<file path="src/rtl/arc4_seq_pkg.sv">
// Shared types and constants for the ARC4 pass sequencer.
// Holds the sequencer state enum, the S-port owner enum and an owner decode.
package arc4_pkg;

    localparam int S_DEPTH = 256;
    localparam int ADDR_W  = 8;
    localparam int KEY_W   = 24;

    typedef enum logic [3:0] {
        IDLE,
        INIT_GO,
        INIT_ARM,
        INIT_RUN,
        KSA_GO,
        KSA_ARM,
        KSA_RUN,
        PRGA_GO,
        PRGA_ARM,
        PRGA_RUN
    } seq_state_e;

    typedef enum logic [1:0] {
        OWN_NONE,
        OWN_INIT,
        OWN_KSA,
        OWN_PRGA
    } owner_e;

    // Every state of a phase, including its GO and ARM cycles,
    // gives the S port to that phase's block.
    function automatic owner_e owner_of(input seq_state_e s);
        case (s)
            INIT_GO, INIT_ARM, INIT_RUN: return OWN_INIT;
            KSA_GO, KSA_ARM, KSA_RUN:    return OWN_KSA;
            PRGA_GO, PRGA_ARM, PRGA_RUN: return OWN_PRGA;
            default:                     return OWN_NONE;
        endcase
    endfunction

endpackage

</file>
<file path="src/rtl/arc4_seq_s_port_mux.sv">
// Shared S-memory write-port multiplexer.
// Ports: i_sel owner select; init/ksa/prga addr/wrdata/wren sets in;
// one shared s_addr/s_wrdata/s_wren set out (all zero when unowned).
module s_port_mux
    import arc4_pkg::*;
#(
    parameter int AW = 8
) (
    input  logic [1:0]    i_sel,
    input  logic [AW-1:0] i_init_addr,
    input  logic [7:0]    i_init_wrdata,
    input  logic          i_init_wren,
    input  logic [AW-1:0] i_ksa_addr,
    input  logic [7:0]    i_ksa_wrdata,
    input  logic          i_ksa_wren,
    input  logic [AW-1:0] i_prga_addr,
    input  logic [7:0]    i_prga_wrdata,
    input  logic          i_prga_wren,
    output logic [AW-1:0] o_addr,
    output logic [7:0]    o_wrdata,
    output logic          o_wren
);

    owner_e w_sel;

    assign w_sel = owner_e'(i_sel);

    always_comb begin
        o_addr   = '0;
        o_wrdata = '0;
        o_wren   = 1'b0;
        case (w_sel)
            OWN_INIT: begin
                o_addr   = i_init_addr;
                o_wrdata = i_init_wrdata;
                o_wren   = i_init_wren;
            end
            OWN_KSA: begin
                o_addr   = i_ksa_addr;
                o_wrdata = i_ksa_wrdata;
                o_wren   = i_ksa_wren;
            end
            OWN_PRGA: begin
                o_addr   = i_prga_addr;
                o_wrdata = i_prga_wrdata;
                o_wren   = i_prga_wren;
            end
            default: begin
            end
        endcase
    end

endmodule

</file>
<file path="src/rtl/arc4_seq.sv">
// ARC4 pass sequencer: runs init, ksa, prga in order and owns the S port.
// Ports: en/rdy upstream handshake + key; X_en/X_rdy per phase block;
// X_addr/X_wrdata/X_wren per phase in; shared s_* out; latched ksa/prga key.
// Optional macro ARC4_SEQ_CYCLE_CNT_EN adds a saturating 32-bit busy
// cycle counter on output port cycles.
module arc4_seq #(
    parameter int KEY_W  = 24,
    parameter int ADDR_W = 8
) (
    input  logic              clk,
    input  logic              rst_n,
    input  logic              en,
    output logic              rdy,
    input  logic [KEY_W-1:0]  key,
    output logic              init_en,
    input  logic              init_rdy,
    input  logic [ADDR_W-1:0] init_addr,
    input  logic [7:0]        init_wrdata,
    input  logic              init_wren,
    output logic              ksa_en,
    input  logic              ksa_rdy,
    output logic [KEY_W-1:0]  ksa_key,
    input  logic [ADDR_W-1:0] ksa_addr,
    input  logic [7:0]        ksa_wrdata,
    input  logic              ksa_wren,
    output logic              prga_en,
    input  logic              prga_rdy,
    output logic [KEY_W-1:0]  prga_key,
    input  logic [ADDR_W-1:0] prga_addr,
    input  logic [7:0]        prga_wrdata,
    input  logic              prga_wren,
`ifdef ARC4_SEQ_CYCLE_CNT_EN
    output logic [31:0]       cycles,
`endif
    output logic [ADDR_W-1:0] s_addr,
    output logic [7:0]        s_wrdata,
    output logic              s_wren
);

    import arc4_pkg::*;

    seq_state_e       r_state;
    seq_state_e       w_next;
    logic [KEY_W-1:0] r_key;
    owner_e           w_owner;

    always_ff @(posedge clk or negedge rst_n) begin
        if (!rst_n) begin
            r_state <= IDLE;
        end else begin
            r_state <= w_next;
        end
    end

    always_ff @(posedge clk or negedge rst_n) begin
        if (!rst_n) begin
            r_key <= '0;
        end else if (r_state == IDLE && en) begin
            r_key <= key;
        end
    end

    // X_ARM ignores X_rdy for one cycle so a block whose rdy drops a
    // cycle after its en is not mistaken for already finished.
    always_comb begin
        w_next  = r_state;
        rdy     = 1'b0;
        init_en = 1'b0;
        ksa_en  = 1'b0;
        prga_en = 1'b0;
        case (r_state)
            IDLE: begin
                rdy = 1'b1;
                if (en) w_next = INIT_GO;
            end
            INIT_GO: begin
                if (init_rdy) begin
                    init_en = 1'b1;
                    w_next  = INIT_ARM;
                end
            end
            INIT_ARM: w_next = INIT_RUN;
            INIT_RUN: begin
                if (init_rdy) w_next = KSA_GO;
            end
            KSA_GO: begin
                if (ksa_rdy) begin
                    ksa_en = 1'b1;
                    w_next = KSA_ARM;
                end
            end
            KSA_ARM: w_next = KSA_RUN;
            KSA_RUN: begin
                if (ksa_rdy) w_next = PRGA_GO;
            end
            PRGA_GO: begin
                if (prga_rdy) begin
                    prga_en = 1'b1;
                    w_next  = PRGA_ARM;
                end
            end
            PRGA_ARM: w_next = PRGA_RUN;
            PRGA_RUN: begin
                if (prga_rdy) w_next = IDLE;
            end
            default: w_next = IDLE;
        endcase
    end

    assign ksa_key  = r_key;
    assign prga_key = r_key;
    assign w_owner  = owner_of(r_state);

    s_port_mux #(
        .AW(ADDR_W)
    ) u_mux (
        .i_sel         (w_owner),
        .i_init_addr   (init_addr),
        .i_init_wrdata (init_wrdata),
        .i_init_wren   (init_wren),
        .i_ksa_addr    (ksa_addr),
        .i_ksa_wrdata  (ksa_wrdata),
        .i_ksa_wren    (ksa_wren),
        .i_prga_addr   (prga_addr),
        .i_prga_wrdata (prga_wrdata),
        .i_prga_wren   (prga_wren),
        .o_addr        (s_addr),
        .o_wrdata      (s_wrdata),
        .o_wren        (s_wren)
    );

`ifdef ARC4_SEQ_CYCLE_CNT_EN
    logic [31:0] r_cycles;

    // Busy cycles of the most recent pass; held while idle.
    always_ff @(posedge clk or negedge rst_n) begin
        if (!rst_n) begin
            r_cycles <= '0;
        end else if (r_state == IDLE) begin
            if (en) r_cycles <= '0;
        end else if (r_cycles != 32'hFFFF_FFFF) begin
            r_cycles <= r_cycles + 32'd1;
        end
    end

    assign cycles = r_cycles;
`endif

endmodule
</file>
<file path="config.mk">
export PLATFORM = sky130hd
export DESIGN_NAME = arc4_seq
export DESIGN_NICKNAME = d
export VERILOG_FILES = /design/src/rtl/arc4_seq_pkg.sv /design/src/rtl/arc4_seq_s_port_mux.sv /design/src/rtl/arc4_seq.sv
export SDC_FILE = /design/constraint.sdc
export NUM_CORES = 1
export LEC_CHECK = 0
export ABC_AREA = 0
export BUFFER_PORTS_ARGS = -buffer_cell sky130_fd_sc_hd__buf_2
export CAP_MARGIN = 20
export CELL_PAD_IN_SITES_DETAIL_PLACEMENT = 0
export CELL_PAD_IN_SITES_GLOBAL_PLACEMENT = 1
export CORE_ASPECT_RATIO = 0.5
export CORE_MARGIN = 3
export CORE_UTILIZATION = 27
export DETAILED_ROUTE_END_ITERATION = 12
export PLACE_DENSITY = 0.86
export REMOVE_ABC_BUFFERS = 1
export SYNTH_ARGS = -nofsm -noshare
export SYNTH_HDL_FRONTEND = slang
export SYNTH_SLANG_ARGS = --single-unit
</file>
<file path="constraint.sdc">
create_clock -name clk -period 2.15 [get_ports clk]
set_input_delay 0.215 -clock clk [delete_from_list [all_inputs] [get_ports clk]]
set_output_delay 0.215 -clock clk [all_outputs]
set_load 0.005 [all_outputs]
</file>
# Word-level counts from Yosys, hierarchy flattened

Memories as Yosys holds them, arrays and structs flattened.
Cells that the tools add are included.

Equality and inequality tests: 19
Multiplexer cells: 18
Reduce and logical (&&, ||, !) cells: 3

Operators by type and width:

| operator             | number |
|---|---|
| $pmux W8 S3          | 2 |
| $pmux W4 S10         | 1 |
| $mux W4              | 7 |
| $eq A4 B3 Y1 const B | 4 |
| $ne A2 B2 Y1 const B | 7 |
| $eq A4 B2 Y1 const B | 2 |
| $eq A4 B4 Y1 const B | 2 |
| $mux W1              | 7 |
| $reduce_and A7 Y1    | 1 |
| $eq A2 B2 Y1 const B | 2 |
| $eq A4 B1 Y1 const B | 1 |
| $logic_not A4 Y1     | 1 |
| $pmux W1 S3          | 1 |
| $eq A2 B1 Y1 const B | 1 |
| $logic_and A1 B1 Y1  | 1 |

Register bits after elaboration: 28
Memory bits (read-only): 32
Bits of input ports: 81
Output and inout bits: 69
Logic and storage cells: 43
Memories kept: 1

Memory list:

| memory           | depth | bits a word | rd ports | clocked after memory_dff | wr ports | RTL line           | RTL |
|---|---|---|---|---|---|---|---|
| (name not given) | 16    | 2           | 1        | 0                        | 0        | arc4_seq_pkg.sv:32 | `case (s)` |

# Longest topological paths before layout

Gate-level depths: netlist of run 1.

Word-level depth: 3
Gate-level depth with buffers: 6
Gate-level depth less buffers: 3

# Modules after synthesis

Synthesis of run 1 repeated with hierarchy kept, for this count alone.

Cells, all modules: 158
Area total of the unflattened synthesis: 1,985.7 um2

By module, submodules not included:

| module     | times used | cells an instance | area each (um2) | sequential area each (um2) |
|---|---|---|---|---|
| arc4_seq   | 1          | 117               | 1,531.5         | 700.7 |
| s_port_mux | 1          | 41                | 454.2           | 0.0 |

# Least setup slack after synthesis of run 1

Ideal clock, no wire load.

Path kind: reg2out
Start: register r_state[1]
End: output s_addr[3]
Arrival time: 1.425 ns
Required time: 1.935 ns
Path slack: 0.510 ns
Stages on the path, launching flop included: 6
Path buffers: 2
Cells stage by stage: dfrtp_1 > buf_2 > o21bai_2 > buf_2 > nor3b_1 > a221o_1

Cells in the longest elaborated chain, start to end: 3
Elaborated cells on any way between the ends: 5
Classes of those cells: eq/ne: 3; mux: 1; memory: 1

Ends and longest elaborated chain:

| item                                         | RTL line                  | RTL |
|---|---|---|
| start: declaration                           | arc4_seq.sv:42            | `seq_state_e r_state;` |
| start signal: assignment                     | arc4_seq.sv:51            | `r_state <= w_next;` |
| $mem_v2 Z16 W2 *                             | -                         |  |
| $eq A2 B2 Y1 or $eq A2 B1 Y1 (tied branches) | arc4_seq_s_port_mux.sv:32 | `case (w_sel)` |
| $pmux W8 S3 *                                | arc4_seq_s_port_mux.sv:32 |  |
| end: declaration                             | arc4_seq.sv:35            | `output logic [ADDR_W-1:0] s_addr,` |

Mark *: on every way between the ends. The rest lies on a longest branch, timed or not.

# Worst setup path after layout of run 1

Start: register r_state[0]
End: output s_wrdata[6]

Cells in the longest elaborated chain, start to end: 3
Elaborated cells on any way between the ends: 5
Classes of those cells: eq/ne: 3; mux: 1; memory: 1

Ends and longest elaborated chain:

| item                                         | RTL line                  | RTL |
|---|---|---|
| $mem_v2 Z16 W2 *                             | -                         |  |
| $eq A2 B2 Y1 or $eq A2 B1 Y1 (tied branches) | arc4_seq_s_port_mux.sv:32 |  |
| $pmux W8 S3 *                                | arc4_seq_s_port_mux.sv:32 |  |
| end: declaration                             | arc4_seq.sv:36            | `output logic [7:0] s_wrdata,` |

Marks and branches as above.

==> out/metrics.cfg, run 1 <==
[sta]
period_share_pct=94.21
maxSlewHeadroom_pct=58.91
finalHoldViolations=0
finalMaxSlewViolations=0
rsz0062_at_grt=false
fmax_ghz=0.4937
tightest_slew_ps=616.3
worst_slack_ps=124.6
holdWs_ps=183.7
setup_viol=0
setup_tns_ps=0
finClkSkew_ps=3.343
post-route-min-period_ps=2025

[global_routing]
antenna_found_initial=0
use_met1_pct=13.42
grt_max_degree=29
track_usage_pct=13.17
top_usage_layer=met2
grtUsageMet3_pct=3.797
gr-usage-met2_pct=26.05
grt_pass1_wl_um=8259
grt_pass1_vias=1784
grt-ovfl-total=0

[finish]
diodes=0
nets=355
fillCellCount=574
drive_gt1_share_pct=69.23
synthToLayoutAreaGrowth_pct=44.62
final_util_pct=43.13

[floorplanning]
die_w_um=119.7
die_area_sq_um=7519
die_h_um=62.84
io_pins=150
core_sq_um=5848
rows=19
initial_core_util_pct=29.82

[clock_network]
path_clk_slew_ps=70
tritoncts=built
worst_skew_pair.late_latency_ps=260
cts.sinks=28
cts-root-buf=clkbuf_16
clockBufferDepth=2
cts_made_buffers=3
htreeDepth=1

[worst_setup_path]
critPathKind=flip-flop to primary output
cpPeakStageDelay_ps=430
crit_chain=buf_4 > and4b_1 > a21o_4 > a221o_1 > buf_2
start_kind=flip-flop
critPathArrivalTime_ps=1810
end_kind=primary output
crit_fanout=17
worstPathRequired_ps=1930
crit_slowest_cell=dfrtp_1

[outcome]
status=finished clean

[synthesis]
yosysWarnings=0
ys_seq_area_share_pct=40.17
synth_top_area_share_pct=40.17
avgSynthCellArea_sq_um=11.71
yosysTopAreaCell=dfrtp_1
syn_area_sq_um=1744
synth.distinct_cells=29
synth-seq-cells=28
yosys-top-cells-area=dfrtp_1 40%, mux2_2 15%, a221o_1 10%
ys_async_sr_fraction_pct=100.0
syn-instance-count=149
synth_edf_count=0
dominantRegCellSynth=dfrtp_1

[pwr]
power.internal_uw=2282
clock_power_share_pct=12.4
vdd_drop_max_mv=0.4469
p_switching_uw=1347
power_frac_seq_pct=27.4
leakagePower_uw=0.001302
comb_power_share_pct=60.3
p_per_area_nw_per_um2=1439
swShare_pct=37.11

[route]
firstDrtPassIters=4
detail_route.wl_per_cell_um=13.94
routed-via-count=1652
ant_nets=0
drt-vias-per-instance=4.627
route.detailed.drc=0
wl_um=4978
drt_iter0_drc=58

[placement]
detailed_place_hpwl_um=3933
place_congestion=0.7585
dp_slack_ps=86.61
port_buffers=149

[flow_run]
max_cap_viol_count=0

[hold_path]
hold_class=primary input to flip-flop

## metal layers
layer	part of all wire, %	up-vias	routed length (um)
li1	-	785	-
met5	0	-	0
met1	35	778	1742
met2	55	83	2719
met4	1.6	0	80
met3	8.8	6	436
## worst max-delay path, delay by kind of cell (launching register included)
family,cells,cell delay [ps]
compound gates,2,590
simple gates,1,200
flops,1,430
buf+inv,2,330
## cell families after synthesis
family	after synthesis	synth area share, %
buffers and inverters	37	15.57
and+or+nand+nor	33	14.28
muxes	24	15.50
AOI/OAI and AO/OA	27	14.49
DFF	28	40.17
## registers in the layout, summed over array words and instances, names as in the netlist
name     count
ksa_key     24
r_state      4
## synthesized netlist by cell type, types with 2 or more instances
cell and count:
buf_6 5, o21ai_0 2, nor4_1 2, a211oi_1 2
a221o_1 18, and4b_1 2, nor3b_1 17, buf_4 24
dfrtp_1 28, buf_2 4, clkbuf_1 3, mux2_2 24
nand2_1 2
## repair_timing
action,in CTS,in global routing
hold endpoints to repair,28,0
hold buffers,1,0
buffers inserted,0,1
resized for setup,2,3
setup endpoints to repair,17,17
pin swaps,0,1
## final cells by class
class	instances	area (sq um)	area share, %
Tap cell	84	105.1	4.167
Timing Repair Buffer	156	829.5	32.89
Clock buffer	4	88.84	3.522
Sequential cell	28	700.7	27.78
Inverter	1	3.754	0.1488
Multi-Input combinational cell	84	794.5	31.50
## path summary, 6_finish.rpt
check,from,end,slack [ps],depth (start not counted)
hold / removal,key[9],ksa_key[9]$_DFFE_PN0P_,180,2
setup / recovery,r_state[0]$_DFFE_PN0P_,s_wrdata[6],120,5
max in group asynchronous,rst_n,ksa_key[22]$_DFFE_PN0P_,1210,2
hold reg to reg,ksa_key[18]$_DFFE_PN0P_,ksa_key[18]$_DFFE_PN0P_,520,1
min in group asynchronous,rst_n,ksa_key[0]$_DFFE_PN0P_,540,2
setup reg to reg,r_state[1]$_DFFE_PN0P_,ksa_key[17]$_DFFE_PN0P_,270,4
## power groups by stage
stage	clock network, uW	logic [uW]	registers (uW)
after floorplan	0	875	1140
after global placement	0	2070	963
after detailed placement	0	2120	985
after CTS	472	2140	986
after global routing	497	2400	1050
final	449	2190	993
## stage by stage
stage	cell area, sq um	power, uW	std cells
6_report	2522	3629	357
5_1_grt	2522	3943	357
4_1_cts	2485	3597	356
3_5_place_dp	2377	3101	351
3_3_place_gp	2377	3032	351
2_1_floorplan	1476	2017	113
## cell usage in the layout (no fill, tap or decap), drive strengths merged, types with 2 or more instances in the layout
cell type  count
buf          155
dfrtp         28
mux2          24
a221o         18
nor3b         17
clkbuf         4
nand2          3
nor4           3
a211oi         3
and4b          2
o21ai          2
Note: power is estimated with default switching activity, not from simulation.
==> run 2, diff against run 1 <==
--- a/config.mk
+++ b/config.mk
@@ -8,13 +8,13 @@
 export ABC_AREA = 0
 export BUFFER_PORTS_ARGS = -buffer_cell sky130_fd_sc_hd__buf_2
 export CAP_MARGIN = 20
-export CELL_PAD_IN_SITES_DETAIL_PLACEMENT = 0
-export CELL_PAD_IN_SITES_GLOBAL_PLACEMENT = 1
 export CORE_ASPECT_RATIO = 0.5
 export CORE_MARGIN = 3
-export CORE_UTILIZATION = 27
+export CORE_UTILIZATION = 30
+export CTS_CLUSTER_SIZE = 40
 export DETAILED_ROUTE_END_ITERATION = 12
-export PLACE_DENSITY = 0.86
+export GPL_ROUTABILITY_DRIVEN = 0
+export PLACE_DENSITY = 0.71
 export REMOVE_ABC_BUFFERS = 1
 export SYNTH_ARGS = -nofsm -noshare
 export SYNTH_HDL_FRONTEND = slang
==> run 2 against run 1 <==
Sequential share of layout area is 0.38 points higher. Global-route usage is 0.16 points lower. Sequential cell count stayed put. Clock skew hardly changed. Power is 0.44% higher. First-iteration DRC count is 10% higher. Count of clock-buffer cells in the layout is 1 lower. Combinational power is 5% lower. Wire length hardly changed. Worst setup slack better by 29 ps. Maximum frequency is 1.5% higher. Critical path type unchanged. Largest cell class unchanged. Largest power group unchanged.
==> out/metrics.cfg, run 2 (synthesis results as in run 1) <==
[sta]
setup_viol=0  ; unchanged
finalHoldViolations=0  ; unchanged
period_share_pct=92.85  ; was 94.21%
tightest_slew_ps=605.6  ; was 616.3 ps
finalMaxSlewViolations=0  ; unchanged
finClkSkew_ps=3.528  ; was 3.343 ps
post-route-min-period_ps=1996  ; was 2025 ps
fmax_ghz=0.5009  ; was 0.4937 GHz
worst_slack_ps=153.7  ; was 124.6 ps
rsz0062_at_grt=false  ; unchanged
setup_tns_ps=0  ; unchanged
maxSlewHeadroom_pct=59.62  ; was 58.91%

[finish]
multi_input_area_sq_um=780.7  ; was 794.5 sq um
diodes=0  ; unchanged
layout_common_cells=149 x buf_2, 27 x dfrtp_1, 24 x mux2_2  ; was 149 x buf_2, 28 x dfrtp_1, 24 x mux2_2
drive_gt1_share_pct=69.60  ; was 69.23%
seqCellArea_sq_um=701.9  ; was 700.7 sq um
largest_reg_flops=24  ; unchanged
layout_commonest_cell=buf_2  ; unchanged
synthToLayoutAreaGrowth_pct=42.90  ; was 44.62%
nets=355  ; unchanged
layout.cells.non_filler=343  ; was 357
fillCellCount=507  ; was 574
fin_area_sq_um=2492  ; was 2522 sq um

[worst_setup_path]
cpPeakStageDelay_ps=510  ; was 430 ps
end_kind=primary output  ; unchanged
crit_chain=and4b_1 > a21o_2 > a221o_1 > buf_2  ; was buf_4 > and4b_1 > a21o_4 > a221o_1 > buf_2
critPathKind=flip-flop to primary output  ; unchanged
crit_slowest_cell=dfrtp_2  ; was dfrtp_1
start_kind=flip-flop  ; unchanged
crit_fanout=17  ; unchanged
worstPathRequired_ps=1930  ; about the same
r2r_slack_ps=330  ; was 270 ps
critPathArrivalTime_ps=1780  ; was 1810 ps

[floorplanning]
die_w_um=113.8  ; was 119.7 um
rows=18  ; was 19
initial_core_util_pct=33.24  ; was 29.82%
io_pins=150  ; unchanged
die_area_sq_um=6820  ; was 7519 sq um
core_sq_um=5248  ; was 5848 sq um
die_h_um=59.92  ; was 62.84 um

[clock_network]
cts_made_buffers=3  ; unchanged
cts-root-buf=clkbuf_16  ; unchanged
htreeDepth=1  ; unchanged
path_clk_slew_ps=70  ; about the same
clockBufferDepth=2  ; unchanged
worst_skew_pair.late_latency_ps=260  ; about the same
tritoncts=built  ; unchanged
cts.sinks=28  ; unchanged

[global_routing]
grt-ovfl-total=0  ; unchanged
track_usage_pct=13.01  ; was 13.17%
antenna_found_initial=0  ; unchanged
grt_pass1_wl_um=7210  ; was 8259 um
grt_max_degree=29  ; unchanged
grt_pass1_vias=1576  ; was 1784

[flow_run]
max_cap_viol_count=0  ; unchanged

[route]
drt-vias-per-instance=4.778  ; was 4.627
firstDrtPassIters=4  ; unchanged
route.detailed.drc=0  ; unchanged
wl_um=4980  ; was 4978 um
routed-via-count=1639  ; was 1652
drt_iter0_drc=64  ; was 58
ant_nets=0  ; unchanged
detail_route.wl_per_cell_um=14.52  ; was 13.94 um

[placement]
placed_area_sq_um=2347  ; was 2377 sq um
detailed_place_hpwl_um=4057  ; was 3933 um
dp_slack_ps=64.21  ; was 86.61 ps
port_buffers=149  ; unchanged
dp.cells=337  ; was 351

[hold_path]
hold_class=primary input to flip-flop  ; unchanged

[pwr]
vdd_drop_max_mv=0.6692  ; was 0.4469 mV
p_per_area_nw_per_um2=1462  ; was 1439 nW/um^2
leakagePower_uw=0.001303  ; was 0.001302 uW
total_power_uw=3645  ; was 3629 uW

[outcome]
status=finished clean  ; unchanged

-- run 2: cell types whose count changed in the layout (fill, tap and decap cells not counted), sizes merged --
cell | before | now
clkbuf | 4 | 3
bufinv | 0 | 1
-- run 2: per-layer routing --
layer / part of all wire (%) / GRT usage, %
met2: 49 / 24.02
met4: 0.42 / 1.523
met5: 0 / 0
met1: 40 / 16.09
met3: 9.7 / 3.337
-- run 2: critical path, delay by kind of cell, from the launching register on --
family	cells	cell delay, ps
flops	1	510
buf+inv	1	140
compound gates	2	640
simple gates	1	240
-- run 2: area by class of cell --
cell class / instances / area share, %
clock inverter: 1 / 1.205
inverter: 1 / 0.1506
tap: 70 / 3.514
sequential: 28 / 28.16
multi-input combinational: 84 / 31.33
timing repair buffer: 156 / 32.63
clock buffer: 3 / 3.012
-- run 2: what timing repair did --
item / CTS / global route
pin swaps: 0 / 1
endpoints found under the setup margin: 17 / 17
buffers inserted: 0 / 1
gates resized for setup: 2 / 1
hold buffers: 1 / 0
hold endpoints to repair: 28 / 0
-- run 2: worst paths after layout --
path	start	endpoint	cells past startpoint
setup / recovery	r_state[1]$_DFFE_PN0P_	s_addr[4]	4
hold / removal	key[2]	ksa_key[2]$_DFFE_PN0P_	2
setup reg to reg	r_state[3]$_DFFE_PN0P_	ksa_key[9]$_DFFE_PN0P_	4
hold reg to reg	ksa_key[5]$_DFFE_PN0P_	ksa_key[5]$_DFFE_PN0P_	1
max in group asynchronous	rst_n	r_state[1]$_DFFE_PN0P_	2
min in group asynchronous	rst_n	ksa_key[5]$_DFFE_PN0P_	2
-- run 2: power by group --
group          switching, uW  internal, uW
Sequential               226           795
Combinational            934          1150
Clock                    169           370
-- run 2: stage by stage --
step	utilization (%)	hold WS, ps
5_1_grt	47.50	181.0
3_3_place_gp	44.73	258.8
3_5_place_dp	44.73	271.7
4_1_cts	47.09	181.0
6_report	47.50	185.7
2_1_floorplan	-	-80.59
